$ cat config.mk
export PLATFORM = sky130hd
export DESIGN_NAME = ram_loader
export DESIGN_NICKNAME = d
export VERILOG_FILES = /design/src/rtl/sap_pkg.sv /design/src/rtl/ram_loader.sv
export SDC_FILE = /design/constraint.sdc
export NUM_CORES = 1
export LEC_CHECK = 0
export BUFFER_PORTS_ARGS = -buffer_cell sky130_fd_sc_hd__buf_2
export CAP_MARGIN = 20
export CORE_ASPECT_RATIO = 0.7
export CORE_MARGIN = 2
export CORE_UTILIZATION = 53
export CTS_CLUSTER_DIAMETER = 30
export DETAILED_ROUTE_END_ITERATION = 10
export MAX_ROUTING_LAYER = met4
export PLACE_DENSITY = 0.73
export SLEW_MARGIN = 30
export SYNTH_ARGS = -nofsm -noshare
export SYNTH_HDL_FRONTEND = slang
export SYNTH_SLANG_ARGS = --single-unit
export TNS_END_PERCENT = 100
$ cat constraint.sdc
create_clock -name clk -period 3.15 [get_ports clk]
set_input_delay 0.1575 -clock clk [delete_from_list [all_inputs] [get_ports clk]]
set_output_delay 0.1575 -clock clk [all_outputs]
set_load 0.02 [all_outputs]
$ cat src/rtl/sap_pkg.sv
// Shared SAP definitions: loader FSM states, RAM geometry and loader error codes.
package sap_pkg;

  localparam int unsigned RAM_DEPTH = 16;

  typedef enum logic [2:0] {
    IDLE,
    WRITE,
    CKSUM,
    VERIFY,
    CHECK,
    DONE
  } loader_state_t;

  localparam logic [1:0] ERR_NONE     = 2'b00;
  localparam logic [1:0] ERR_STREAM   = 2'b01;
  localparam logic [1:0] ERR_READBACK = 2'b10;

endpackage

$ cat src/rtl/ram_loader.sv
// Streams 16 program bytes plus a checksum into the SAP RAM, then reads the image back
// through the synchronous read port and confirms it against the checksum.
module ram_loader
  import sap_pkg::*;
#(
  parameter int unsigned ADDR_WIDTH = 4,
  parameter int unsigned DATA_WIDTH = 8
) (
  input  logic                  clk,
  input  logic                  reset,
  input  logic                  start,
  input  logic                  in_valid,
  output logic                  in_ready,
  input  logic [DATA_WIDTH-1:0] in_data,
  output logic                  ram_we,
  output logic [ADDR_WIDTH-1:0] ram_addr,
  output logic [DATA_WIDTH-1:0] ram_wdata,
  input  logic [DATA_WIDTH-1:0] ram_rdata,
  output logic                  cpu_hold,
  output logic                  busy,
  output logic                  done,
  output logic [1:0]            error_code
);

  localparam logic [ADDR_WIDTH-1:0] LAST_ADDR = '1;

  loader_state_t         state;
  logic [ADDR_WIDTH-1:0] count;
  logic [ADDR_WIDTH-1:0] vcount;
  logic [DATA_WIDTH-1:0] sum;
  logic [DATA_WIDTH-1:0] checksum;
  logic [DATA_WIDTH-1:0] sum_plus_in;
  logic [DATA_WIDTH-1:0] sum_plus_rd;
  logic                  accept;

  always_comb begin
    sum_plus_in = DATA_WIDTH'(sum + in_data);
    sum_plus_rd = DATA_WIDTH'(sum + ram_rdata);
    accept      = in_valid & in_ready;
  end

  always_ff @(posedge clk) begin
    if (reset) begin
      state      <= IDLE;
      count      <= '0;
      vcount     <= '0;
      sum        <= '0;
      checksum   <= '0;
      in_ready   <= 1'b0;
      ram_we     <= 1'b0;
      ram_addr   <= '0;
      ram_wdata  <= '0;
      cpu_hold   <= 1'b0;
      busy       <= 1'b0;
      done       <= 1'b0;
      error_code <= ERR_NONE;
    end else begin
      // Write strobe is a single-cycle pulse per accepted byte.
      ram_we <= 1'b0;
      unique case (state)
        IDLE, DONE: begin
          if (start) begin
            state      <= WRITE;
            count      <= '0;
            sum        <= '0;
            error_code <= ERR_NONE;
            in_ready   <= 1'b1;
            cpu_hold   <= 1'b1;
            busy       <= 1'b1;
            done       <= 1'b0;
          end
        end
        WRITE: begin
          if (accept) begin
            ram_we    <= 1'b1;
            ram_addr  <= count;
            ram_wdata <= in_data;
            sum       <= sum_plus_in;
            count     <= count + ADDR_WIDTH'(1);
            if (count == LAST_ADDR) state <= CKSUM;
          end
        end
        CKSUM: begin
          if (accept) begin
            in_ready <= 1'b0;
            if (sum_plus_in == '0) begin
              sum      <= '0;
              checksum <= in_data;
              vcount   <= '0;
              ram_addr <= '0;
              state    <= VERIFY;
            end else begin
              error_code <= ERR_STREAM;
              cpu_hold   <= 1'b0;
              busy       <= 1'b0;
              done       <= 1'b1;
              state      <= DONE;
            end
          end
        end
        VERIFY: begin
          // Read data trails the address by one cycle, so the first VERIFY cycle adds nothing.
          if (vcount != '0) sum <= sum_plus_rd;
          if (vcount == LAST_ADDR) begin
            state <= CHECK;
          end else begin
            vcount   <= vcount + ADDR_WIDTH'(1);
            ram_addr <= vcount + ADDR_WIDTH'(1);
          end
        end
        CHECK: begin
          if (DATA_WIDTH'(sum_plus_rd + checksum) != '0) error_code <= ERR_READBACK;
          cpu_hold <= 1'b0;
          busy     <= 1'b0;
          done     <= 1'b1;
          state    <= DONE;
        end
        default: begin
          state    <= IDLE;
          in_ready <= 1'b0;
          cpu_hold <= 1'b0;
          busy     <= 1'b0;
          done     <= 1'b0;
        end
      endcase
    end
  end

endmodule
==> results of run 1 <==
per-stage QoR:
| stage | TNS [ps] | power [µW] | std cells | setup WS [ps] | instance area (µm²) |
|---|---|---|---|---|---|
| floorplan | 0 | 776 | 392 | 30.8 | 3140 |
| global placement | -138 | 865 | 519 | -69.8 | 3590 |
| detailed placement | -775 | 870 | 519 | -292 | 3590 |
| CTS | -357 | 1330 | 527 | -181 | 3730 |
| global route | -1180 | 1400 | 533 | -342 | 3900 |
| finish | -625 | 1350 | 533 | -186 | 3900 |
cell usage after synthesis, types with 6 or more instances:
library cell | n | area (µm²)
sky130_fd_sc_hd__nand2b_1 | 6 | 37.5
sky130_fd_sc_hd__nand2_1 | 44 | 165
sky130_fd_sc_hd__dfxtp_1 | 45 | 901
sky130_fd_sc_hd__nor2_1 | 46 | 173
sky130_fd_sc_hd__nor2b_1 | 12 | 75.1
sky130_fd_sc_hd__clkbuf_1 | 9 | 33.8
sky130_fd_sc_hd__nor3_1 | 6 | 30.0
sky130_fd_sc_hd__ha_1 | 24 | 300
sky130_fd_sc_hd__inv_1 | 15 | 56.3
sky130_fd_sc_hd__nand3_1 | 12 | 60.1
sky130_fd_sc_hd__mux2_2 | 8 | 90.1
sky130_fd_sc_hd__a21oi_1 | 42 | 210
sky130_fd_sc_hd__xor2_1 | 8 | 70.1
sky130_fd_sc_hd__o21ai_0 | 13 | 65.1
sky130_fd_sc_hd__mux2i_1 | 10 | 100
sky130_fd_sc_hd__xnor2_1 | 13 | 114
cells by family after synthesis:
family / count (synthesis) / share of synthesized area
adder cells (fa/ha/maj): 27 / 0.115
AND/OR/NAND/NOR: 155 / 0.238
buffers and inverters: 30 / 0.0395
multiplexers: 18 / 0.0606
AO/OA/AOI/OAI: 96 / 0.201
flip-flops: 45 / 0.287
XOR/XNOR: 21 / 0.0586
sequential cells by signal, summed over array words and instances (netlist names):
signal	cells
checksum	8
ram_wdata	8
sum	8
count	4
ram_addr	4
vcount	4
state	3
error_code	2
busy	1
done	1
in_ready	1
ram_we	1
layout make-up:
cell class,instances,area [µm²],area share
multi-input cells,317,2260,0.579
flip-flops and latches,45,902,0.231
repair buffers,73,477,0.122
well taps,75,93.8,0.0241
clock buffers,6,72.6,0.0186
inverters,15,56.3,0.0144
clock inverters,2,38.8,0.00995
how the worst max path moves through the flow:
stage | to | slack (ps) | depth (start not counted)
2_1_floorplan | error_code[0] | 30 | 15
3_3_place_gp | error_code[0] | -70 | 15
3_5_place_dp | error_code[0] | -290 | 15
4_1_cts | error_code[1] | -180 | 15
5_1_grt | error_code[1] | -340 | 15
6_report | error_code[1] | -190 | 15
critical path: stages, from the launching register on:
cell,delay [ps]
sky130_fd_sc_hd__dfxtp_2,350
sky130_fd_sc_hd__ha_4,170
sky130_fd_sc_hd__fa_2,400
sky130_fd_sc_hd__a21o_1,180
sky130_fd_sc_hd__a21oi_2,140
sky130_fd_sc_hd__o21bai_1,110
sky130_fd_sc_hd__a21oi_2,150
sky130_fd_sc_hd__xnor2_1,120
sky130_fd_sc_hd__ha_2,210
sky130_fd_sc_hd__or3_4,340
sky130_fd_sc_hd__o22ai_2,170
sky130_fd_sc_hd__xnor2_1,150
sky130_fd_sc_hd__xnor2_1,140
sky130_fd_sc_hd__nand4_1,120
sky130_fd_sc_hd__nand4_1,140
sky130_fd_sc_hd__mux2_2,350
per-layer routing:
layer  wire length [µm]  up-vias  track usage  share of wire
met1               4310     1437        0.404           0.49
met5                  0        -            -              0
met2               3710      112        0.434           0.43
met4                 79        0       0.0768         0.0091
met3                612        6       0.0485          0.070
li1                   -     1513            -              -
power by group through the flow:
stage	Sequential (µW)	Combinational, µW	Clock (µW)
after floorplan	605	170	0
after global placement	602	262	0
after detailed placement	603	268	0
after CTS	590	274	464
after global routing	592	328	481
final	590	299	459
timing repair:
item | 4_1_cts | 5_1_grt
buffers inserted | 0 | 6
endpoints found under the setup margin | 9 | 23
pin swaps | 8 | 9
gates resized for setup | 8 | 28
==> results.py, run 1 <==
metrics = {
    "run_status": {
        "outcome": "finished with violations",
        "violations": "setup timing",
    },
    "worst_setup_path": {
        "ff2ff_path_depth": 15,
        "r2r_slack_ps": -190,
        "timing.critical_path.from_type": "flip-flop",
        "crit_path_max_fanout": 2,
        "critical_path_type": "flip-flop to flip-flop",
        "worst_ep_required_time_ps": 3350,
        "critical_path.reg2reg.startpoint": "sum[0]",
        "cp-startpoint": "sum[0]",
        "critical_path.endpoint_type": "flip-flop",
        "worst_r2r_endpoint": "error_code[1]",
        "timing.critical_path.arrival_ps": 3540,
    },
    "die": {
        "design.core.area_um2": 5730,
        "pin_count": 39,
        "die_h_um": 68.4,
        "start_util": 0.548,
        "design.die.area_um2": 6560,
        "rows": 23,
        "die_w_um": 96.0,
    },
    "routing": {
        "postRouteAntennaNets": 0,
        "drc": 0,
        "routedWlPerCell_um": 16.3,
        "route.final.wire_length_um": 8710,
        "drt_iter0_markers": 221,
        "vias": 3068,
        "drt-vias-per-instance": 5.76,
        "drt-pass1-iter-count": 5,
    },
    "sta": {
        "clock_skew_ps": 5.23,
        "timing.final.crit_share": 1.06,
        "final_max_slew_viols": 0,
        "worstMarginPinSlew_ps": 887,
        "worst_hold_slack_ps": 113,
        "timing.max_slew.rel_slack": 0.409,
        "report.final.setup_viol": 6,
        "rsz0062_at_grt": "yes",
        "highest_clock_frequency_the_design_can_meet_mhz": 300,
        "timing.final.ws_setup_ps": -186,
        "post-route-min-period_ps": 3340,
        "report.final.hold_viol_count": 0,
    },
    "finish": {
        "drive_gt1_frac": 0.264,
        "insertedDiodeCount": 0,
        "nets": 504,
        "fill_cells": 480,
        "most_used_cells_in_the_layout_excluding_fill_and_tap_cells": "sky130_fd_sc_hd__nor2_1 (45), sky130_fd_sc_hd__nand2_1 (44), sky130_fd_sc_hd__dfxtp_1 (44)",
        "synthToLayoutAreaGrowth_pct": 24.3,
        "leading_cell_type_in_the_layout_fill_and_taps_excluded": "sky130_fd_sc_hd__nor2_1",
        "fin_util": 0.681,
    },
    "synth": {
        "synth-seq-cells": 45,
        "syn-instance-count": 392,
        "sequential_element_share_of_the_synthesized_area": 0.287,
        "avg_synthesized_cell_area_um2": 8.00,
        "ys.warnings.count": 0,
        "synthArstFlopShare": 0,
        "post_synth_design_cell_area_um2": 3140,
        "synth-edff-count": 0,
        "synthFlopType": "sky130_fd_sc_hd__dfxtp_1",
        "synth.distinct_cells": 61,
        "synth.net_count": 439,
    },
    "hold_path": {
        "whs_endpoint": "ram_wdata[6]",
        "hold_start": "in_data[6]",
        "timing.hold.worst.class": "input port to flip-flop",
        "timing.hold.worst_path_depth": 3,
    },
    "global_route": {
        "grt_first_pass_wirelength_um": 13800,
        "groute.usage.overall": 0.289,
        "via_count_of_the_first_global_routing_pass": 2727,
        "global_route.overflow_total": 0,
        "largest_net_degree_at_the_start_of_global_routing": 51,
        "grt_antenna_before_repair": 0,
    },
    "clock_tree": {
        "max-clock-path-buffers": 2,
        "clk_pin_slew_ps": 90,
        "ctsRootBufferMaster": "sky130_fd_sc_hd__clkbuf_8",
        "clkSinkCount": 45,
        "ctsHoldBuffers": 0,
        "tritoncts.num_buffers": 5,
        "htreeDepth": 2,
        "worstSkewPairLatency_ps": 310,
        "cts_tree": "done",
    },
    "placement": {
        "place.port_buffers": 38,
        "place.gp.congestion": 0.876,
        "dp.final_hpwl_um": 6390,
    },
    "power": {
        "internal-power_uw": 947,
        "power.switching_uw": 401,
        "power.share.clock": 0.340,
        "switching_power_as_a_share_of_total_power": 0.297,
        "power_per_cell_area_nw_per_um2": 346,
        "power_leakage_uw": 0.00167,
        "worst_ir_drop_vdd_uv": 206,
        "pwr-share-seq": 0.438,
        "combPwrFrac": 0.222,
    },
    "run": {
        "cap_viol_max_count": 0,
    },
}
Power figures use the tool's default switching activity.
==> run 2: changes to the inputs <==
--- a/config.mk
+++ b/config.mk
@@ -7,7 +7,6 @@
 export LEC_CHECK = 0
 export BUFFER_PORTS_ARGS = -buffer_cell sky130_fd_sc_hd__buf_2
 export CAP_MARGIN = 20
-export CORE_ASPECT_RATIO = 0.7
 export CORE_MARGIN = 2
 export CORE_UTILIZATION = 53
 export CTS_CLUSTER_DIAMETER = 30
==> results.py, run 2 (synthesis results as in run 1) <==
metrics = {
    "power": {
        "internal-power_uw": 855,
        "combPwrFrac": 0.215,
        "power_per_cell_area_nw_per_um2": 336,
        "worst_ir_drop_vdd_uv": 218,
        "switching_power_as_a_share_of_total_power": 0.310,
        "power.share.clock": 0.305,
        "pwr-share-seq": 0.479,
        "power_leakage_uw": 0.00159,
        "power.switching_uw": 383,
    },
    "sta": {
        "report.final.hold_viol_count": 0,
        "clock_skew_ps": 6.29,
        "timing.max_slew.rel_slack": 0.391,
        "final_max_slew_viols": 0,
        "timing.final.crit_share": 0.992,
        "worstMarginPinSlew_ps": 913,
        "highest_clock_frequency_the_design_can_meet_mhz": 320,
        "report.final.setup_viol": 0,
        "worst_hold_slack_ps": 127,
        "timing.final.ws_setup_ps": 25.8,
        "rsz0062_at_grt": "yes",
        "post-route-min-period_ps": 3120,
    },
    "clock_tree": {
        "worstSkewPairLatency_ps": 300,
        "cts_tree": "done",
        "max-clock-path-buffers": 2,
        "ctsRootBufferMaster": "sky130_fd_sc_hd__clkbuf_8",
        "clkSinkCount": 45,
        "clk_pin_slew_ps": 90,
        "tritoncts.num_buffers": 5,
        "htreeDepth": 2,
    },
    "worst_setup_path": {
        "timing.critical_path.arrival_ps": 3330,
        "critical_path.endpoint": "error_code[0]",
        "ff2ff_path_depth": 15,
        "crit_path_max_fanout": 2,
        "max_stage_delay_ps": 350,
        "path_cells": "ha_2 -> fa_2 -> a21o_1 -> a21oi_2 -> o21bai_1 -> a21oi_2 -> xnor2_1 -> ha_2 -> or3_4 -> o22ai_2 -> xnor2_1 -> xnor2_1 -> nand4_1 -> nand4_1 -> mux2_2",
        "critical_path.reg2reg.startpoint": "sum[0]",
        "worstPathBufferInverterCount": 0,
        "crit_family": "adder cells",
        "cp-startpoint": "sum[0]",
        "crit_cells": 15,
        "critical_path.slowest_cell": "sky130_fd_sc_hd__mux2_2",
        "critical_path_type": "flip-flop to flip-flop",
        "worst_r2r_endpoint": "error_code[0]",
        "r2r_slack_ps": 30,
        "crit_top_cell": "sky130_fd_sc_hd__xnor2_1",
        "worst_ep_required_time_ps": 3350,
        "timing.critical_path.from_type": "flip-flop",
        "critical_path.endpoint_type": "flip-flop",
    },
    "die": {
        "design.die.area_um2": 6550,
        "design.core.area_um2": 5820,
        "die_w_um": 80.9,
        "pin_count": 39,
        "rows": 28,
        "start_util": 0.539,
        "die_h_um": 80.9,
    },
    "finish": {
        "nets": 496,
        "leading_cell_type_in_the_layout_fill_and_taps_excluded": "sky130_fd_sc_hd__nor2_1",
        "fill_cells": 558,
        "most_used_cells_in_the_layout_excluding_fill_and_tap_cells": "sky130_fd_sc_hd__nor2_1 (46), sky130_fd_sc_hd__nand2_1 (44), sky130_fd_sc_hd__dfxtp_1 (44)",
        "largest_regs": "checksum (8), ram_wdata (8), sum (8)",
        "insertedDiodeCount": 0,
        "drive_gt1_frac": 0.231,
        "synthToLayoutAreaGrowth_pct": 17.6,
    },
    "global_route": {
        "via_count_of_the_first_global_routing_pass": 2812,
        "grt_first_pass_wirelength_um": 13000,
        "largest_net_degree_at_the_start_of_global_routing": 51,
        "grt_antenna_before_repair": 0,
        "groute.usage.overall": 0.263,
        "global_route.overflow_total": 0,
    },
    "routing": {
        "drt-pass1-iter-count": 4,
        "drc": 0,
        "postRouteAntennaNets": 0,
        "route.final.wire_length_um": 7970,
        "drt-vias-per-instance": 5.67,
        "vias": 2979,
        "drt_iter0_markers": 134,
        "routedWlPerCell_um": 15.2,
    },
    "placement": {
        "dp.final_hpwl_um": 6050,
        "place.port_buffers": 38,
        "pre_cts_ws_ps": -136,
        "place.gp.congestion": 0.894,
    },
    "run": {
        "cap_viol_max_count": 0,
    },
    "hold_path": {
        "timing.hold.worst.class": "input port to flip-flop",
    },
    "run_status": {
        "outcome": "finished, final reports clean",
    },
}
-- run 2: cell types whose count changed in the layout (fill, tap and decap cells not counted), moves of 2 or more --
cell / before / now
sky130_fd_sc_hd__o21ai_1: 3 / 1
sky130_fd_sc_hd__buf_4: 31 / 27
sky130_fd_sc_hd__or3_4: 3 / 1
sky130_fd_sc_hd__mux2_4: 4 / 0
sky130_fd_sc_hd__ha_4: 2 / 0
sky130_fd_sc_hd__mux2_2: 4 / 8
sky130_fd_sc_hd__buf_6: 3 / 0
sky130_fd_sc_hd__o21ai_0: 11 / 13
sky130_fd_sc_hd__or3_1: 1 / 3
-- run 2: how the worst min path moves through the flow --
stage                             from           end  slack, ps  depth (start not counted)
after global placement      in_data[6]  ram_wdata[6]        440                          3
after floorplan             in_data[0]  ram_wdata[0]        290                          2
final                       in_data[3]  ram_wdata[3]        130                          3
after CTS                   in_data[4]  ram_wdata[4]        120                          3
after detailed placement  ram_wdata[4]  ram_wdata[4]        440                          2
after global routing        in_data[7]  ram_wdata[7]        130                          3
-- run 2: repair_timing --
item                                    4_1_cts  5_1_grt
pin swaps                                     5        1
setup buffers                                 0        2
endpoints found under the setup margin        2        2
hold buffers                                  0        0
resized for setup                             9        1
-- run 2: worst register-to-register path: stages, from the launching register on --
cell and delay (ps):
sky130_fd_sc_hd__dfxtp_2 330, sky130_fd_sc_hd__ha_2 180, sky130_fd_sc_hd__fa_2 340, sky130_fd_sc_hd__a21o_1 170, sky130_fd_sc_hd__a21oi_2 140, sky130_fd_sc_hd__o21bai_1 90, sky130_fd_sc_hd__a21oi_2 130, sky130_fd_sc_hd__xnor2_1 100
sky130_fd_sc_hd__ha_2 190, sky130_fd_sc_hd__or3_4 330, sky130_fd_sc_hd__o22ai_2 160, sky130_fd_sc_hd__xnor2_1 150, sky130_fd_sc_hd__xnor2_1 140, sky130_fd_sc_hd__nand4_1 110, sky130_fd_sc_hd__nand4_1 130, sky130_fd_sc_hd__mux2_2 350
-- run 2: through the flow --
step	TNS, ps	util	area, µm²	total power (µW)	instances
after floorplan	0	-	3140	776	392
after global placement	-66.2	0.610	3540	854	515
after detailed placement	-264	0.610	3540	860	515
after CTS	0	0.631	3670	1240	523
after global routing	-319	0.634	3690	1300	525
final	0	0.634	3690	1240	525
-- run 2: area by class of cell --
type	count	area (µm²)	share of cell area
Multi-Input combinational cell	317	2150	0.583
Inverter	15	56.3	0.0153
Sequential cell	45	902	0.244
Clock buffer	5	68.8	0.0187
Clock inverter	3	25.0	0.00678
Tap cell	75	93.8	0.0254
Timing Repair Buffer	65	393	0.106
-- run 2: per-layer routing --
metal	track usage	part of all wire	vias to the layer above
met3	0.0533	0.039	13
met5	-	0	-
met4	0.0966	0.023	0
met1	0.326	0.45	1404
li1	-	-	1503
met2	0.424	0.49	59
-- run 2: power groups by stage --
stage	Combinational [µW]	Clock, µW	Sequential [µW]
after floorplan	170	0	605
after global placement	248	0	606
after detailed placement	254	0	607
after CTS	259	384	594
after global routing	294	406	596
final	267	378	594
